===== config.mk =====
export PLATFORM = sky130hd
export DESIGN_NAME = stat_info_mem_mp
export DESIGN_NICKNAME = d
export VERILOG_FILES = /design/src/rtl/stat_info_mem_mp.sv
export SDC_FILE = /design/constraint.sdc
export NUM_CORES = 2
export LEC_CHECK = 0
export BUFFER_PORTS_ARGS = -buffer_cell sky130_fd_sc_hd__clkbuf_2
export CAP_MARGIN = 20
export CORE_MARGIN = 2
export CORE_UTILIZATION = 60
export DETAILED_ROUTE_END_ITERATION = 7
export HOLD_SLACK_MARGIN = 0.15
export PLACE_DENSITY = 0.76
export SYNTH_ARGS = -nofsm -noshare
export SYNTH_HDL_FRONTEND = slang
export SYNTH_SLANG_ARGS = --single-unit

===== constraint.sdc =====
create_clock -name Clock -period 14.7 [get_ports Clock]
set_clock_uncertainty 0.1 [all_clocks]
set_input_delay 0 -clock Clock [delete_from_list [all_inputs] [get_ports Clock]]
set_output_delay 0 -clock Clock [all_outputs]
set_load 0.1 [all_outputs]

===== src/rtl/stat_info_mem_mp.sv =====
// Multi-port statistics counter bank: round-robin update arbiter, CPU read port and a
// 2-stage read-modify-write pipeline with write-back bypass over a self-clearing counter RAM.
module stat_info_mem_mp #(
  parameter int STAT_CNT   = 64,
  parameter int ADDR_WIDTH = 6,
  parameter int CNT_WIDTH  = 32,
  parameter int INC_WIDTH  = 8,
  parameter int REQ_PORTS  = 2,
  parameter int SAT_MODE   = 0,
  parameter int RD_CLEAR   = 0
) (
  input  logic                            Clock,
  input  logic                            nReset,
  input  logic [REQ_PORTS-1:0]            qvUpdtReq,
  input  logic [REQ_PORTS*ADDR_WIDTH-1:0] qvUpdtIndex,
  input  logic [REQ_PORTS*INC_WIDTH-1:0]  qvUpdtNum,
  input  logic [REQ_PORTS-1:0]            qvUpdtClr,
  output logic [REQ_PORTS-1:0]            qvUpdtAck,
  input  logic                            qStatREn,
  input  logic [ADDR_WIDTH-1:0]           qvStatRAddr,
  output logic                            qStatRValid,
  output logic [CNT_WIDTH-1:0]            qvStatRData,
  output logic                            qInitDone
);

  localparam int PTR_W  = (REQ_PORTS > 1) ? $clog2(REQ_PORTS) : 1;
  localparam int MEM_AW = (STAT_CNT > 1) ? $clog2(STAT_CNT) : 1;
  localparam int INIT_W = $clog2(STAT_CNT + 1);

  function automatic logic [CNT_WIDTH-1:0] sat_add(input logic [CNT_WIDTH-1:0] old_v,
                                                   input logic [INC_WIDTH-1:0] num_v,
                                                   input logic clr_v);
    logic [CNT_WIDTH:0] sum;
    sum = {1'b0, old_v} + {{(CNT_WIDTH + 1 - INC_WIDTH){1'b0}}, num_v};
    if (clr_v) return '0;
    if ((SAT_MODE != 0) && sum[CNT_WIDTH]) return '1;
    return sum[CNT_WIDTH-1:0];
  endfunction

  logic [CNT_WIDTH-1:0]  mem_q [2**MEM_AW];
  logic [INIT_W-1:0]     init_idx_q;
  logic                  done_q;
  logic                  init_busy;
  logic [PTR_W-1:0]      ptr_q, ptr_d;
  logic [REQ_PORTS-1:0]  ack;
  logic                  gnt_vld;
  logic [PTR_W-1:0]      gnt_port;
  int                    p;
  int                    gp;

  logic                  iss_vld, iss_inr;
  logic [ADDR_WIDTH-1:0] iss_idx;
  logic [INC_WIDTH-1:0]  iss_num;
  logic                  iss_clr;

  logic                  vld_p1_q, rd_p1_q, zero_p1_q, inr_p1_q, clr_p1_q;
  logic [ADDR_WIDTH-1:0] idx_p1_q;
  logic [INC_WIDTH-1:0]  num_p1_q;
  logic                  byp_p1, wr_p1;
  logic [CNT_WIDTH-1:0]  ram_p1, cur_p1, new_p1;

  logic                  wr_p2_q;
  logic [ADDR_WIDTH-1:0] idx_p2_q;
  logic [CNT_WIDTH-1:0]  val_p2_q;

  logic                  rvld_q;
  logic [CNT_WIDTH-1:0]  rdata_q;

  assign init_busy = int'(init_idx_q) < STAT_CNT;

  // Grant: a CPU read takes the slot, otherwise round-robin from the pointer.
  always_comb begin
    ack      = '0;
    gnt_vld  = 1'b0;
    gnt_port = '0;
    ptr_d    = ptr_q;
    p        = 0;
    if (done_q && !qStatREn) begin
      for (int k = 0; k < REQ_PORTS; k++) begin
        p = (int'(ptr_q) + k) % REQ_PORTS;
        if (!gnt_vld && qvUpdtReq[p]) begin
          gnt_vld  = 1'b1;
          gnt_port = PTR_W'(p);
        end
      end
    end
    if (gnt_vld) begin
      ack[gnt_port] = 1'b1;
      ptr_d = (int'(gnt_port) == REQ_PORTS - 1) ? '0 : gnt_port + 1'b1;
    end
  end

  assign qvUpdtAck = ack;
  assign gp        = int'(gnt_port);
  assign iss_vld   = qStatREn | gnt_vld;
  assign iss_idx   = qStatREn ? qvStatRAddr : qvUpdtIndex[gp*ADDR_WIDTH +: ADDR_WIDTH];
  assign iss_num   = qvUpdtNum[gp*INC_WIDTH +: INC_WIDTH];
  assign iss_clr   = qvUpdtClr[gp];
  assign iss_inr   = int'(iss_idx) < STAT_CNT;

  // Stage 1: read old value (bypassing the pending S2 write) and compute the new one.
  assign byp_p1 = wr_p2_q && (idx_p2_q == idx_p1_q);
  assign ram_p1 = mem_q[idx_p1_q[MEM_AW-1:0]];
  assign cur_p1 = (zero_p1_q || !inr_p1_q) ? '0 : (byp_p1 ? val_p2_q : ram_p1);
  assign new_p1 = rd_p1_q ? '0 : sat_add(cur_p1, num_p1_q, clr_p1_q);
  assign wr_p1  = vld_p1_q && inr_p1_q && !zero_p1_q && (!rd_p1_q || (RD_CLEAR != 0));

  always_ff @(posedge Clock or negedge nReset) begin
    if (!nReset) begin
      init_idx_q <= '0;
      done_q     <= 1'b0;
      ptr_q      <= '0;
      vld_p1_q   <= 1'b0;
      wr_p2_q    <= 1'b0;
      rvld_q     <= 1'b0;
      rdata_q    <= '0;
    end else begin
      if (init_busy) init_idx_q <= init_idx_q + 1'b1;
      done_q   <= done_q | (int'(init_idx_q) == STAT_CNT);
      ptr_q    <= ptr_d;
      vld_p1_q <= iss_vld;
      wr_p2_q  <= wr_p1;
      rvld_q   <= vld_p1_q & rd_p1_q;
      if (vld_p1_q && rd_p1_q) rdata_q <= cur_p1;
    end
  end

  always_ff @(posedge Clock) begin
    if (iss_vld) begin
      rd_p1_q   <= qStatREn;
      zero_p1_q <= qStatREn & ~done_q;
      inr_p1_q  <= iss_inr;
      idx_p1_q  <= iss_idx;
      num_p1_q  <= iss_num;
      clr_p1_q  <= iss_clr;
    end
    // Stage 2: registered write-back value.
    if (wr_p1) begin
      idx_p2_q <= idx_p1_q;
      val_p2_q <= new_p1;
    end
  end

  // The init sweep owns the write port until every counter has been zeroed.
  always_ff @(posedge Clock) begin
    if (init_busy)    mem_q[init_idx_q[MEM_AW-1:0]] <= '0;
    else if (wr_p2_q) mem_q[idx_p2_q[MEM_AW-1:0]]   <= val_p2_q;
  end

  assign qStatRValid = rvld_q;
  assign qvStatRData = rdata_q;
  assign qInitDone   = done_q;

endmodule


# ---- Word-level counts from Yosys, hierarchy flattened
# Memories as Yosys holds them, arrays and structs flattened. A register that Yosys moved wholly into a read port is not among the register bits.
# Cells that the tools add are included.
# Widths: inputs -> output; s select.
dict set report op_classes {
  addsub 4
  multipliers 1
  n_div 0
  order_cmp 6
  eq_ne 2
  shift 2
  n_mux 33
  bitwise 6
  reduce_logical 12
}
# operator n
set op_table {}
lappend op_table {{$mux 32} 5}
lappend op_table {{$add 32x8->32} 1}
lappend op_table {{$reduce_or 32->1} 1}
lappend op_table {{$mux 1} 23}
lappend op_table {{$mux 6} 3}
lappend op_table {{$shiftx 16x5->8} 1}
lappend op_table {{$shiftx 12x5->6} 1}
lappend op_table {{$add 7x1->7 const B} 1}
lappend op_table {{$eq 7x7->1 const B} 1}
lappend op_table {{$logic_and 1x1->1} 7}
lappend op_table {{$lt 7x7->1 const B} 1}
lappend op_table {{$eq 6x6->1} 1}
lappend op_table {{$lt 1x2->1 const B} 3}
lappend op_table {{$logic_not 1->1} 4}
lappend op_table {{$lt 2x3->1 const B} 1}
lappend op_table {{$mul 1x2->3 const B} 1}
lappend op_table {{$add 1x1->1 const B} 2}
lappend op_table {{$and 1x1->1} 2}
lappend op_table {{$mux 2} 1}
lappend op_table {{$or 1x1->1} 2}
lappend op_table {{$and 1x1->1 const A} 1}
lappend op_table {{$demux 1 s1} 1}
lappend op_table {{$ge 1x1->1 const B} 1}
lappend op_table {{$not 1->1} 1}
dict set report word_totals {
  regBits 99
  latch_bits 0
  ramBits 2048
  mem_bits_ro 0
  input_bits 41
  out_inout_bits 36
  mem_count 1
}
# name depth width read_ports rd_ports_with_merged_regs wr line_no
set memory_table {}
lappend memory_table {mem_q 64 32 1 1 1 40} ;# logic [CNT_WIDTH-1:0] mem_q [2**MEM_AW];

# ---- Longest topological paths before layout
dict set report depth {
  depth_word 13
  ltp_mapped 26
  ltp_nobuf 17
}

# ---- Worst setup path before layout
# Ideal clock, no wire load.
dict set report synth_timing {
  kind {register to register}
  from {reg with a tool-made name}
  to {reg val_p2_q[28] (data pin)}
  setup_time_ns 0.147
  arrival_ns 5.676
  slack_ns 8.778
  path_stages_with_launch 25
  n_path_buf 9
  synth_period_minus_slack_ns 5.922
  path_cell_list {dfxtp_1 -> buf_6 -> buf_12 -> buf_12 -> buf_12 -> buf_8 -> buf_8 -> buf_4 -> buf_2 -> mux4_2 -> mux4_2 -> mux4_2 -> nand2_1 -> a21oi_1 -> ha_1 -> nor2b_1 -> o21ai_0 -> a21boi_0 -> o21ai_0 -> a21oi_1 -> nand3_1 -> or3_1 -> buf_2 -> or4_1 -> a21oi_1}
}
# item line_no
set synth_lines {}
lappend synth_lines {{end signal: assignment} 140} ;# val_p2_q <= new_p1;
lappend synth_lines {{end: declaration} 64} ;# logic [CNT_WIDTH-1:0] val_p2_q;

==> impl_metrics.csv <==
group,metric,value,unit
routing,ant_nets,0,
worst_setup_path,worstSetupPathType,"reg2reg",
sta,setup_total_negative_slack,0,ns
sta,timing_worst_slew_pin_value,1.18,ns
sta,finish_stage_setup_viols,0,
synthesis,synth_cell_type_count,75,
worst_setup_path,cp_data_required_time,15.30,ns
floorplan,die_w,379,um
clocking,post_cts_resize_count,0,
layout,area_growth,12.3,%
synthesis,mean_area_per_synthesized_cell,21.2,um^2
synthesis,yosysWarnings,0,
place,post-place-cells,5842,
floorplan,die_area,0.144,mm^2
synthesis,syn-instance-count,3981,
layout,layout_cells_excl_fill,6304,
worst_setup_path,arrival,7.97,ns
routing,drt-vias-per-instance,7.16,
synthesis,flops_latches_synth,2153,
sta,rsz_0062_raised_after_global_routing,"false",
power,p_leak,25.2,nW
clocking,clkSinkCount,2153,
global_route,grt_use_total,34.0,%
routing,detail_route.wl_per_cell,38.2,um
clocking,clk_path_buf_depth,3,
sta,finalCritPeriodShare,50.1,%
clocking,clock_h_tree_levels,4,
clocking,tritoncts_clock_tree,"yes",
floorplan,dieHeight,379,um
layout,multi_input_logic_area,0.0191,mm^2
layout,layout_cell_share_with_drive_strength_beyond_1,25.6,%
sta,fmax,136,MHz
routing,detail_route.first_pass.iterations,6,
sta,min_cycle_time_layout,7.37,ns
worst_setup_path,worst_path_cell_chain,"buf_4, buf_4, buf_4, mux4_2, mux4_2, mux4_2, nand2_1, a21oi_1, ha_1, o21ai_0, a21oi_1, nand3_1, or3_1, or4_1, a21oi_1",
synthesis,synth-edff-count,2103,
power,vdd.ir_drop.worst,0.134,mV
place,final_hpwl_dp,123,mm
synthesis,synth-async-reset-ratio,2.04,%
floorplan,floorplan.initialDensity,60.5,%
global_route,grt_start_max_net_pins,133,
layout,num-nets-final,4325,
sta,slew-limit-headroom,20.7,%
run,max_cap_violations,0,
floorplan,io-pin-count,77,
routing,totalWireLength,241,mm
worst_setup_path,worstSetupStartpointType,"flip-flop",
clocking,clk_transition_reported_paths,0.06,ns
synthesis,synth_fp_nets,4033,
floorplan,placement_rows,137,
synthesis,syn-cell-area,0.0844,mm^2
worst_setup_path,critical_path.slowest_cell,"sky130_fd_sc_hd__dfxtp_4",
layout,nFillCells,8312,
sta,hold_viol_final,0,
global_route,grt_pass1_wl,332,mm
sta,maxSlewViolCount,0,
floorplan,fp.coreArea,0.140,mm^2
worst_setup_path,cp-end-kind,"flip-flop",
layout,seqCellArea,0.0644,mm^2
worst_setup_path,critical_path.top_delay_family,"buffers and inverters",
routing,detailroute.via_count,45162,
routing,post-route-drc-count,0,
power,total_power,0.0126,W
synthesis,sequential_cell_area_fraction_in_the_yosys_report,76.3,%
global_route,grt-ovfl-total,0,
worst_setup_path,critical-path-max-stage-delay,0.71,ns
synthesis,postSynth.topFlopCell,"sky130_fd_sc_hd__edfxtp_1",
clocking,insertion_delay,0.85,ns
routing,first_iter_violations,8271,
global_route,vias_in_the_first_global_route,43447,
global_route,initial_antenna_violation_count,12,
power,power_density,133,mW/mm^2
clocking,ctsRootBufferMaster,"sky130_fd_sc_hd__clkbuf_16",
min_path,holdCritPathClass,"in2async",
clocking,cts-buffers-inserted,199,
place,gp_routability_congestion,0.934,
worst_setup_path,sum_of_buffers_and_inverters_on_the_critical_path,3,
worst_setup_path,critical_path_peak_fanout,52,
place,port-buffer-count,76,
status,status,"finished clean",
cells in the mapped netlist, types with 14 or more instances:
| cell | n | share of area [%] |
|---|---|---|
| sky130_fd_sc_hd__and3_1 | 36 | 0.27 |
| sky130_fd_sc_hd__buf_4 | 32 | 0.28 |
| sky130_fd_sc_hd__mux2i_1 | 194 | 2.3 |
| sky130_fd_sc_hd__inv_1 | 15 | 0.067 |
| sky130_fd_sc_hd__buf_6 | 28 | 0.37 |
| sky130_fd_sc_hd__nor2b_1 | 17 | 0.13 |
| sky130_fd_sc_hd__o31ai_1 | 17 | 0.15 |
| sky130_fd_sc_hd__dfrtp_1 | 44 | 1.3 |
| sky130_fd_sc_hd__nor2_1 | 136 | 0.61 |
| sky130_fd_sc_hd__nor3_1 | 29 | 0.17 |
| sky130_fd_sc_hd__mux2_2 | 37 | 0.49 |
| sky130_fd_sc_hd__a22oi_1 | 97 | 0.86 |
| sky130_fd_sc_hd__mux4_2 | 486 | 13 |
| sky130_fd_sc_hd__edfxtp_1 | 2103 | 75 |
| sky130_fd_sc_hd__nand3_1 | 56 | 0.33 |
| sky130_fd_sc_hd__buf_2 | 53 | 0.31 |
| sky130_fd_sc_hd__a21oi_1 | 71 | 0.42 |
| sky130_fd_sc_hd__xnor2_1 | 20 | 0.21 |
| sky130_fd_sc_hd__o21ai_0 | 42 | 0.25 |
| sky130_fd_sc_hd__buf_1 | 14 | 0.062 |
| sky130_fd_sc_hd__nand2_1 | 146 | 0.65 |
| sky130_fd_sc_hd__clkbuf_1 | 72 | 0.32 |
per-layer routing:
metal  vias to the layer above  GRT usage, %  part of all wire (%)
li1                      17253             -                     -
met1                     23217          46.8                    34
met2                      3894          50.3                    45
met3                       788          10.1                    15
met4                        10          16.7                   5.9
met5                         -             0                 0.028
worst reg2reg max path: cells and delay by family (launching register included):
kind | cells | cell delay (ns)
AOI/OAI and AO/OA | 4 | 0.68
adders and majority gates | 1 | 0.39
DFF | 1 | 0.71
muxes | 3 | 1.55
buffers and inverters | 3 | 2.16
and+or+nand+nor | 4 | 1.63
cells in the final DEF, fill, tap and decap left out, drive strengths merged, types with 11 or more instances in the layout:
cell	n
clkbuf	327
nand2	146
bufinv	16
inv	26
edfxtp	2103
nor2b	17
buf	141
nor2	136
nand4	11
mux4	494
a21oi	71
o31ai	17
mux2	37
a22o	12
nand3	56
mux2i	194
clkinv	76
and2	12
nor3	29
a31oi	11
xnor2	20
nor4	11
o21ai	44
dlygate4sd3	87
a22oi	97
and3	36
dfrtp	44
path summary, 6_finish.rpt:
check | cells past startpoint | slack [ns] | from | end
worst min register to register | 2 | 0.40 | qvStatRData[31] | qvStatRData[31]
worst min-delay path | 4 | 0.32 | nReset | wr_p2_q
max in group asynchronous | 4 | 13.70 | nReset | qvStatRData[4]
worst max-delay path | 15 | 7.33 | flip-flop | val_p2_q[28]
min in group Clock | 2 | 0.40 | qvStatRData[31] | qvStatRData[31]
worst max register to register | 15 | 7.33 | flip-flop | val_p2_q[28]
flip-flops by register name (all words and copies together), names as in the netlist, named ones only:
register and flops:
mem_q 2048, zero_p1_q 1, qvStatRData 32, rd_p1_q 1, val_p2_q 32, idx_p1_q 6
vld_p1_q 1, qInitDone 1, num_p1_q 8, qStatRValid 1, init_idx_q 7, idx_p2_q 6
clr_p1_q 1, wr_p2_q 1, ptr_q 1
report_power, final:
group | switching (W) | internal (W) | leakage (nW)
clock | 0.00220 | 0.00279 | 3.03
combinational | 0.000624 | 0.000273 | 6.77
sequential | 0.0000503 | 0.00667 | 15.4
total | 0.00288 | 0.00973 | 25.2
kinds of logic (layout without fill, tap and decap cells):
group           Yosys count  count (layout)  synth area share (%)
flops                  2153            2153                  76.3
mux                     725             725                  16.0
simple gates            494             494                  2.75
compound gates          341             341                  2.79
buf+inv                 234             680                  1.73
xor+xnor                 23              23                 0.239
fa+ha+maj                11              11                 0.172
other cells               0               1                     0
what timing repair did:
item,in CTS,in global routing
setup buffers,0,0
hold buffers,87,0
hold endpoints to repair,86,0
per-stage QoR:
step | worst slack, ns | instance area, um^2 | hold slack (ns) | util (%)
2_1_floorplan | 8.78 | 84400 | -0.396 | -
3_3_place_gp | 7.56 | 87300 | 0.0579 | 62.5
3_5_place_dp | 7.52 | 87300 | 0.0535 | 62.6
4_1_cts | 7.48 | 94400 | 0.234 | 67.6
5_1_grt | 6.95 | 94800 | 0.398 | 67.9
6_report | 7.33 | 94800 | 0.325 | 67.9
area by class of cell:
cell class	count	area share, %
Tap cell	1876	2.48
Timing Repair Buffer	304	2.79
Clock buffer	251	5.53
Clock inverter	104	1.02
Inverter	21	0.0858
Multi-Input combinational cell	1594	20.1
Sequential cell	2153	67.9
Antenna cell	1	0.00264
Note: power is estimated with default switching activity, not from simulation.
